[config.mk]
export PLATFORM = sky130hd
export DESIGN_NAME = bus_uart_tx
export DESIGN_NICKNAME = d
export VERILOG_FILES = /design/src/rtl/bus_uart_tx.sv
export SDC_FILE = /design/constraint.sdc
export NUM_CORES = 1
export LEC_CHECK = 0
export BUFFER_PORTS_ARGS = -buffer_cell sky130_fd_sc_hd__buf_2
export CORE_UTILIZATION = 55
export CTS_BUF_LIST = sky130_fd_sc_hd__clkbuf_2 sky130_fd_sc_hd__clkbuf_4 sky130_fd_sc_hd__clkbuf_8
export DETAILED_ROUTE_END_ITERATION = 10
export GPL_TIMING_DRIVEN = 0
export PLACE_DENSITY_LB_ADDON = 0.3
export SLEW_MARGIN = 20
export SYNTH_ARGS = -nofsm -noshare
export SYNTH_HDL_FRONTEND = slang
export SYNTH_SLANG_ARGS = --single-unit
[constraint.sdc]
create_clock -name clk_i -period 3.8 [get_ports clk_i]
set_input_delay 0.57 -clock clk_i [delete_from_list [all_inputs] [get_ports clk_i]]
set_output_delay 0.57 -clock clk_i [all_outputs]
set_load 0.01 [all_outputs]
[src/rtl/bus_uart_tx.sv]
// bus_uart_tx
// Memory-mapped 8N1 UART transmitter on the system bus.
// Bytes written to TXDATA go into a small FIFO and are serialised LSB first
// on tx_o. Status, clock divisor and control are readable over the bus, and
// irq_o can signal that all queued data has been sent.
//
// Ports:
//   clk_i, rst_i      : clock, synchronous active-high reset
//   dev_req_i         : bus request (always granted in the same cycle)
//   dev_we_i          : write enable
//   dev_be_i          : byte enables
//   dev_addr_i        : byte address, only [9:2] is decoded
//   dev_wdata_i       : write data
//   dev_rvalid_o      : response valid, one cycle after every request
//   dev_rdata_o       : read data (0 unless a valid read response)
//   dev_err_o         : error response for unmapped offsets
//   tx_o              : serial output, idle high
//   irq_o             : level interrupt, irq_en & fifo empty & not busy
//   dbg_state_o       : current transmit FSM state, for observation
//
// Register map (byte offsets):
//   0x0 TXDATA  W   be[0] pushes wdata[7:0]; reads 0
//   0x4 STATUS  R   [0] full [1] empty [2] busy [3] overflow [11:8] level
//   0x8 CLKDIV  RW  [15:0] cycles per bit, 0 behaves as 1
//   0xC CTRL    RW  [0] irq_en, [1] write 1 clears overflow (reads 0)

module bus_uart_tx #(
  parameter int unsigned DataWidth    = 32,
  parameter int unsigned AddressWidth = 32,
  parameter int unsigned FifoDepth    = 8,
  parameter logic [15:0] ClkDivReset  = 16'd868
) (
  input  logic                    clk_i,
  input  logic                    rst_i,
  input  logic                    dev_req_i,
  input  logic                    dev_we_i,
  input  logic [3:0]              dev_be_i,
  input  logic [AddressWidth-1:0] dev_addr_i,
  input  logic [DataWidth-1:0]    dev_wdata_i,
  output logic                    dev_rvalid_o,
  output logic [DataWidth-1:0]    dev_rdata_o,
  output logic                    dev_err_o,
  output logic                    tx_o,
  output logic                    irq_o,
  output logic [1:0]              dbg_state_o
);

  localparam int unsigned PtrW = $clog2(FifoDepth);
  localparam int unsigned LvlW = PtrW + 1;

  typedef enum logic [1:0] {
    S_IDLE  = 2'd0,
    S_START = 2'd1,
    S_DATA  = 2'd2,
    S_STOP  = 2'd3
  } tx_state_e;

  // Bus handshake: a request with dev_req_i=1 is accepted in the cycle it is
  // presented (there is no stall). Exactly one cycle later dev_rvalid_o=1
  // with dev_rdata_o/dev_err_o for that request; both are 0 in any cycle
  // where dev_rvalid_o=0. Back-to-back requests get back-to-back responses.

  // ---------------------------------------------------------------- decode
  logic [7:0] w_word;
  logic       w_sel_tx;
  logic       w_sel_status;
  logic       w_sel_clkdiv;
  logic       w_sel_ctrl;
  logic       w_bad;
  logic       w_wr;

  assign w_word       = dev_addr_i[9:2];
  assign w_sel_tx     = (w_word == 8'd0);
  assign w_sel_status = (w_word == 8'd1);
  assign w_sel_clkdiv = (w_word == 8'd2);
  assign w_sel_ctrl   = (w_word == 8'd3);
  assign w_bad        = (w_word > 8'd3);
  assign w_wr         = dev_req_i & dev_we_i;

  // Bits of the bus that carry no meaning for this device.
  logic w_unused;
  assign w_unused = ^{dev_addr_i[AddressWidth-1:10], dev_addr_i[1:0],
                      dev_wdata_i[DataWidth-1:16], dev_be_i[3:2]};

  // ------------------------------------------------------------- registers
  logic [15:0]    r_clkdiv;
  logic           r_irq_en;
  logic           r_ovf;
  logic           r_irq;

  // ------------------------------------------------------------------ fifo
  logic [7:0]     r_mem [FifoDepth];
  logic [PtrW-1:0] r_wptr;
  logic [PtrW-1:0] r_rptr;
  logic [LvlW-1:0] r_count;

  logic w_full;
  logic w_empty;
  logic w_push_req;
  logic w_push;
  logic w_ovf_set;
  logic w_ovf_clr;
  logic w_pop;

  assign w_full     = (r_count == LvlW'(FifoDepth));
  assign w_empty    = (r_count == '0);
  assign w_push_req = w_wr & w_sel_tx & dev_be_i[0];
  // Fullness is judged before the edge: a pop in the same cycle does not
  // make room for the push.
  assign w_push     = w_push_req & ~w_full;
  assign w_ovf_set  = w_push_req & w_full;
  assign w_ovf_clr  = w_wr & w_sel_ctrl & dev_be_i[0] & dev_wdata_i[1];

  always_ff @(posedge clk_i) begin
    if (w_push) begin
      r_mem[r_wptr] <= dev_wdata_i[7:0];
    end
  end

  always_ff @(posedge clk_i) begin
    if (rst_i) begin
      r_wptr  <= '0;
      r_rptr  <= '0;
      r_count <= '0;
    end else begin
      if (w_push) r_wptr <= r_wptr + 1'b1;
      if (w_pop)  r_rptr <= r_rptr + 1'b1;
      case ({w_push, w_pop})
        2'b10:   r_count <= r_count + 1'b1;
        2'b01:   r_count <= r_count - 1'b1;
        default: r_count <= r_count;
      endcase
    end
  end

  // ---------------------------------------------------------- tx fsm
  tx_state_e   r_state;
  tx_state_e   w_state_next;
  logic [7:0]  r_shift;
  logic [15:0] r_div;      // divisor latched at frame start
  logic [15:0] r_bit_cnt;  // cycles left in the current bit
  logic [2:0]  r_bit_idx;
  logic [15:0] w_div_eff;
  logic        w_bit_done;
  logic        w_busy;

  assign w_div_eff  = (r_clkdiv == 16'd0) ? 16'd1 : r_clkdiv;
  assign w_bit_done = (r_bit_cnt == 16'd1);
  assign w_busy     = (r_state != S_IDLE);

  always_comb begin
    w_state_next = r_state;
    w_pop        = 1'b0;
    case (r_state)
      S_IDLE: begin
        if (!w_empty) begin
          w_pop        = 1'b1;
          w_state_next = S_START;
        end
      end
      S_START: begin
        if (w_bit_done) w_state_next = S_DATA;
      end
      S_DATA: begin
        if (w_bit_done && (r_bit_idx == 3'd7)) w_state_next = S_STOP;
      end
      S_STOP: begin
        if (w_bit_done) w_state_next = S_IDLE;
      end
      default: w_state_next = S_IDLE;
    endcase
  end

  always_ff @(posedge clk_i) begin
    if (rst_i) begin
      r_state   <= S_IDLE;
      r_shift   <= '0;
      r_div     <= 16'd1;
      r_bit_cnt <= '0;
      r_bit_idx <= '0;
    end else begin
      r_state <= w_state_next;
      if (w_pop) begin
        r_shift   <= r_mem[r_rptr];
        r_div     <= w_div_eff;
        r_bit_cnt <= w_div_eff;
        r_bit_idx <= '0;
      end else if (w_busy) begin
        if (w_bit_done) begin
          r_bit_cnt <= r_div;
          if (r_state == S_DATA) begin
            r_shift   <= {1'b0, r_shift[7:1]};
            r_bit_idx <= r_bit_idx + 3'd1;
          end
        end else begin
          r_bit_cnt <= r_bit_cnt - 16'd1;
        end
      end
    end
  end

  assign tx_o        = (r_state == S_START) ? 1'b0 :
                       (r_state == S_DATA)  ? r_shift[0] : 1'b1;
  assign dbg_state_o = r_state;

  // ------------------------------------------------- control registers
  always_ff @(posedge clk_i) begin
    if (rst_i) begin
      r_clkdiv <= ClkDivReset;
      r_irq_en <= 1'b0;
      r_ovf    <= 1'b0;
      r_irq    <= 1'b0;
    end else begin
      if (w_wr && w_sel_clkdiv) begin
        if (dev_be_i[0]) r_clkdiv[7:0]  <= dev_wdata_i[7:0];
        if (dev_be_i[1]) r_clkdiv[15:8] <= dev_wdata_i[15:8];
      end
      if (w_wr && w_sel_ctrl && dev_be_i[0]) r_irq_en <= dev_wdata_i[0];
      if (w_ovf_set)      r_ovf <= 1'b1;
      else if (w_ovf_clr) r_ovf <= 1'b0;
      r_irq <= r_irq_en & w_empty & ~w_busy;
    end
  end

  assign irq_o = r_irq;

  // ------------------------------------------------------- read / response
  logic [DataWidth-1:0] w_rdata;

  always_comb begin
    w_rdata = '0;
    if (w_sel_status) begin
      w_rdata[0]           = w_full;
      w_rdata[1]           = w_empty;
      w_rdata[2]           = w_busy;
      w_rdata[3]           = r_ovf;
      w_rdata[8 +: LvlW]   = r_count;
    end else if (w_sel_clkdiv) begin
      w_rdata[15:0] = r_clkdiv;
    end else if (w_sel_ctrl) begin
      w_rdata[0] = r_irq_en;
    end
  end

  logic                 r_rvalid;
  logic [DataWidth-1:0] r_rdata;
  logic                 r_err;

  always_ff @(posedge clk_i) begin
    if (rst_i) begin
      r_rvalid <= 1'b0;
      r_rdata  <= '0;
      r_err    <= 1'b0;
    end else begin
      r_rvalid <= dev_req_i;
      r_err    <= dev_req_i & w_bad;
      r_rdata  <= (dev_req_i && !dev_we_i) ? w_rdata : '0;
    end
  end

  assign dev_rvalid_o = r_rvalid;
  assign dev_rdata_o  = r_rdata;
  assign dev_err_o    = r_err;

endmodule

==> reports/results.tsv, run 1 <==
stage	metric	value	unit
status	status	finished clean	
yosys	register area share after synthesis	55.4	%
sta	final hold vios	0	
global_routing	global-route wire length before repair	25000	um
global_routing	largest net degree at the start of global routing	17	
clock_network	PostCTS Resize Cnt	0	
cells_and_area	final instance area	7780	um2
global_routing	gr usage total	25.7	%
die	Initial Util	56.9	%
clock_network	clock tree from TritonCTS	built	
yosys	Synth Area in Simple Gates	13.7	%
clock_network	Root Buffer	clkbuf_8	
die	Die Width	114	um
power	post-layout power	4400	uW
yosys	xor/xnor share of the synthesized area	2.16	%
cells_and_area	most frequent cells in the layout	dfxtp_1 (95), edfxtp_1 (64), buf_2 (59), nor2_1 (43), nand2_1 (34)	
setup_path	CP arrival	3.75	ns
yosys	proportion of synthesized area in mux cells	8.73	%
clock_network	CTS HTree Levels	4	
yosys	Synth Instances	581	
placed_design	Placed Area	7440	um2
die	die area	13000	um2
routing	drt initial violations	382	
die	site row count	40	
setup_path	kind of critical path	flop to flop	
sta	Final Critical Period	3.37	ns
die	I/O pin count	110	
routing	number of vias per cell	5.81	
placed_design	PortBufs	48	
power	Pleak	0.00284	uW
clock_network	CTS sink count	159	
yosys	mapped cell area	6900	um2
sta	fmax	297	MHz
global_routing	number of global-route vias before repair	4855	
global_routing	initial antenna violation count	1	
min_path	class of the worst hold path	primary input to flop	
yosys	Netlist cell types	61	
sta	max_slew headroom	20.6	%
yosys	Synth Area in Compound Gates	12.6	%
sta	Least-Margin Pin Slew	1.18	ns
sta	final setup TNS	0	ns
yosys	adder-cell area share of the yosys netlist	2.54	%
global_routing	Congestion Overflow GR	0	
setup_path	Worst setup SP type	flop	
clock_network	Post-CTS Hold Fix Bufs	0	
clock_network	CTS buffer count	17	
placed_design	routability congestion estimate	0.877	
yosys	Synth async-reset ratio	0	%
yosys	leading area contributor after synthesis	edfxtp_1	
yosys	main combinational cell family by area after synthesis	simple AND/OR/NAND/NOR gates	
sta	fin. max-slew vios	0	
cells_and_area	multi-input logic area	2830	um2
power	pwr dens	566	nW/um2
routing	DRT antenna net count	0	
setup_path	Worst Path Max Fanout	11	
routing	via count	4911	
power	VDD IR-drop max	0.335	mV
cells_and_area	Layout Cells excl Fill	845	
cells_and_area	commonest non-fill, non-tap cell in the layout	dfxtp_1	
die	CORE AREA	12100	um2
routing	DRC violations left	0	
routing	Detailed Routing Iterations Pass 1	5	
yosys	post-synth top area share	27.9	%
die	Die Height	114	um
clock_network	Max clock buf depth	2	
cells_and_area	antenna cells	0	
cells_and_area	Register Area	3820	um2
placed_design	placed cells	813	
sta	period utilization	88.6	%
cells_and_area	share of post-route cells with drive strength above 1	22.3	%
cells_and_area	filler instances	944	
job	max cap viols	0	
sta	Final setup viols	0	
sta	clock skew	0.0153	ns
clock_network	Worst-path clk slew	0.09	ns
yosys	Synth area leaders	edfxtp_1 (28%), dfxtp_1 (28%), mux4_2 (5.2%), mux2i_1 (3.3%), ha_1 (2.5%)	
cells_and_area	NumNets Final	750	
yosys	number of synthesized flops with an enable pin	64	
placed_design	post-DP HPWL	11100	um
yosys	syn_area_per_cell	11.9	um2
yosys	Synth Register Bits	159	
setup_path	worst endpoint required time	4.18	ns
yosys	Yosys warnings	0	
sta	RSZ-0062 raised after global routing	no	
clock_network	post-CTS setup buffer count	0	
setup_path	Worst Setup End Kind	flop	
routing	drt total wl	15600	um
clock_network	Clk Latency, worst-skew pair	0.45	ns
yosys	Post-synth top flop	dfxtp_1	
routing	DR WL/cell	18.5	um
cells_and_area	P&R area growth vs syn	12.8	%
## per-layer routing
layer	vias to the layer above	wire (um)	track usage [%]
met5	-	0	0
met4	0	303	9.70
met3	28	1010	5.53
met2	182	7810	41.3
met1	2412	6530	34.4
li1	2289	-	-
## final cells by class
type	count	area share (%)
Clock buffer	17	3.01
Buffer	52	3.75
Clock inverter	15	1.42
Inverter	10	0.482
Multi-Input combinational cell	375	36.3
Tap cell	168	2.70
Timing Repair Buffer	49	3.18
Sequential cell	159	49.1
## power breakdown
part	total (uW)	switching, uW	internal, uW
Sequential	1950	97.7	1850
Combinational	1340	748	596
Clock	1110	656	456
Total	4400	1500	2900
## cells in the mapped netlist, drive strengths merged (3+ instances only)
master and instances:
clkbuf 21, mux2i 23, nor2 44, a211o 7, o31ai 3, o22ai 5, nand3 6, a22o 16
ha 14, o211ai 5, mux4 16, nor3 12, nor2b 13, nand4 6, xnor2 10, inv 10
a21oi 26, o21ai 18, a211oi 17, dfxtp 95, a22oi 9, nand2 35, buf 31, and2 12
xor2 7, nor4 15, edfxtp 64, nand2b 10
## critical path, stage by stage, from the launching register on
cell and delay [ns]:
dfxtp_1 0.32, buf_2 0.17, nor4_4 0.65, nand2b_1 0.25, buf_2 0.26, inv_2 0.08
buf_2 0.23, ha_1 0.28, xor2_1 0.16, ha_1 0.19, a21oi_1 0.16, xor2_1 0.09
or3_1 0.31, a21oi_1 0.15
## final timing paths
path                        from           to  slack (ns)  depth (start not counted)
setup / recovery      r_count[0]   r_count[2]        0.43                         13
hold / removal    dev_wdata_i[9]  r_clkdiv[9]        0.33                          2
setup reg to reg      r_count[0]   r_count[2]        0.43                         13
hold reg to reg         r_div[3]     r_div[3]        0.47                          2
## state kept, by name, indices dropped and copies added (netlist names), 2 cells and up, named ones only
signal       cells
r_bit_cnt       16
r_wptr           3
r_shift          8
dbg_state_o      2
dev_rdata_o     16
r_count          4
r_bit_idx        3
r_clkdiv        16
r_div           16
r_mem           64
r_rptr           3
## per-stage QoR
step	hold WS (ns)	setup WS [ns]	util [%]
final	0.326	0.432	64.2
after global routing	0.313	0.212	64.2
after CTS	0.312	0.433	64.2
after detailed placement	0.455	0.210	61.4
after global placement	0.442	-0.0606	61.1
after floorplan	0.433	0.783	-
## logic make-up (layout without fill, tap and decap cells)
logic type | Yosys count | count (layout)
simple gates | 167 | 167
flops | 159 | 159
compound gates | 121 | 121
buf+inv | 62 | 143
mux | 40 | 40
xor+xnor | 17 | 17
fa+ha+maj | 14 | 14
other cells | 1 | 16
(Power assumes the default switching activity.)
==> run 2, diff against run 1 <==
CORE_MARGIN = 3   (was default)
==> run 2 against run 1 <==
Against the previous run:
- combinational power is essentially flat
- routed wire length shrank 4.3%
- first-iteration DRC count grew 0.52%
- clock skew shrank 0.0036 ns
- final area grew 0.71%
- sequential share of layout area shrank 0.35 points
- critical path type unchanged
- largest power group unchanged
==> reports/results.tsv, run 2 (synthesized netlist as in run 1, its figures left out) <==
stage	metric	value	unit
power	post-layout power	4520	uW
routing	DRC violations left	0	
routing	number of vias per cell	5.70	
cells_and_area	max reg flops	64	
power	NetSw	1470	uW
clock_network	Worst-path clk slew	0.09	ns
sta	fmax	293	MHz
clock_network	CTS sink count	159	
routing	drt initial violations	384	
sta	clock skew	0.0118	ns
power	pwr dens	576	nW/um2
die	Die Height	118	um
min_path	class of the worst hold path	primary input to flop	
setup_path	worst endpoint required time	4.17	ns
clock_network	Root Buffer	clkbuf_8	
power	Pleak	0.00288	uW
sta	final hold vios	0	
sta	Least-Margin Pin Slew	0.901	ns
clock_network	Max clock buf depth	2	
global_routing	largest net degree at the start of global routing	17	
placed_design	routability congestion estimate	0.875	
die	Die Width	118	um
cells_and_area	commonest non-fill, non-tap cell in the layout	dfxtp_1	
global_routing	Congestion Overflow GR	0	
cells_and_area	NumNets Final	750	
routing	via count	4814	
clock_network	Clk Latency, worst-skew pair	0.44	ns
sta	period utilization	89.8	%
routing	Detailed Routing Iterations Pass 1	5	
placed_design	post-DP HPWL	10800	um
clock_network	CTS HTree Levels	4	
clock_network	Post-CTS Hold Fix Bufs	0	
die	die area	13900	um2
sta	Final Critical Period	3.41	ns
power	switching fraction of total power	32.5	%
clock_network	clock tree from TritonCTS	built	
cells_and_area	largest register by flop count	r_mem	
clock_network	post-CTS setup buffer count	0	
cells_and_area	most frequent cells in the layout	dfxtp_1 (95), edfxtp_1 (64), buf_2 (60), nor2_1 (43), nand2_1 (34)	
routing	DRT antenna net count	0	
routing	drt total wl	15000	um
global_routing	gr usage total	22.6	%
sta	fin. max-slew vios	0	
clock_network	PostCTS Resize Cnt	0	
die	site row count	40	
setup_path	Crit path largest cell delay	0.67	ns
global_routing	global-route wire length before repair	25000	um
routing	DR WL/cell	17.7	um
sta	max_slew headroom	39.1	%
cells_and_area	P&R area growth vs syn	13.6	%
setup_path	kind of critical path	flop to flop	
setup_path	Crit-path slowest cell	nor4_4	
cells_and_area	share of post-route cells with drive strength above 1	22.8	%
power	VDD IR-drop max	0.454	mV
cells_and_area	antenna cells	0	
setup_path	crit-path cells	buf_2 -> nor4_4 -> nand2b_1 -> buf_2 -> inv_2 -> buf_2 -> ha_1 -> xor2_1 -> ha_1 -> a21oi_1 -> xor2_1 -> or3_1 -> a21oi_1	
power	share of power burned in registers	43.1	%
clock_network	CTS buffer count	17	
placed_design	PortBufs	48	
global_routing	number of global-route vias before repair	4819	
die	I/O pin count	110	
sta	Final setup viols	0	
setup_path	CP arrival	3.79	ns
power	Pint	3050	uW
power	Comb pwr share	29.4	%
setup_path	Worst Path Max Fanout	11	
setup_path	Worst setup SP type	flop	
global_routing	initial antenna violation count	0	
die	Initial Util	56.9	%
die	CORE AREA	12100	um2
status	status	finished clean	
sta	RSZ-0062 raised after global routing	no	
setup_path	cell mode on critical path	buf_2	
job	max cap viols	0	
sta	final setup TNS	0	ns
setup_path	Worst Setup End Kind	flop	
power	clock share of power	27.5	%
-- run 2: metal layers --
metal  up-vias  share of wire (%)  track usage [%]
li1       2290                  -                -
met1      2335                 44             31.0
met2       164                 48             35.6
met3        25                6.1             5.33
met4         0                2.0             7.47
met5         -                  0                0
-- run 2: final cells by class --
| class | instances | area, um2 |
|---|---|---|
| multi-input cells | 375 | 2830 |
| repair buffers | 49 | 245 |
| fillers | 945 | 4280 |
| clock inverters | 13 | 155 |
| clock buffers | 18 | 241 |
| flip-flops and latches | 159 | 3820 |
| well taps | 168 | 210 |
| inverters | 10 | 37.5 |
| plain buffers | 52 | 292 |
-- run 2: metrics by stage --
stage	instances	hold WS [ns]	worst slack, ns	instance area (um2)	utilization, %
6_report	844	0.340	0.388	7840	64.7
5_1_grt	844	0.307	0.223	7840	64.7
4_1_cts	844	0.323	0.433	7830	64.7
3_5_place_dp	813	0.447	0.253	7430	61.4
3_3_place_gp	812	0.443	0.0754	7400	61.1
2_1_floorplan	596	0.433	0.783	6950	-
-- run 2: final timing paths --
path	start	end	slack (ns)	cells past startpoint
max	r_count[0]	r_count[2]	0.39	13
min	dev_wdata_i[9]	r_clkdiv[9]	0.34	2
max reg2reg	r_count[0]	r_count[2]	0.39	13
min reg2reg	r_div[12]	r_div[12]	0.46	2
-- run 2: worst max-delay path: cells and delay by family (launching register included) --
kind,cells,cell delay (ns)
simple gates,3,1.24
buf+inv,4,0.74
fa+ha+maj,2,0.46
flops,1,0.32
compound gates,2,0.30
xor+xnor,2,0.27
-- run 2: power groups by stage --
stage	clock [uW]	combinational [uW]	sequential [uW]
detailed placement	0	1310	1980
global route	1340	1460	1960
CTS	1260	1310	1940
global placement	0	1280	1980
finish	1240	1330	1950
floorplan	0	1050	1960
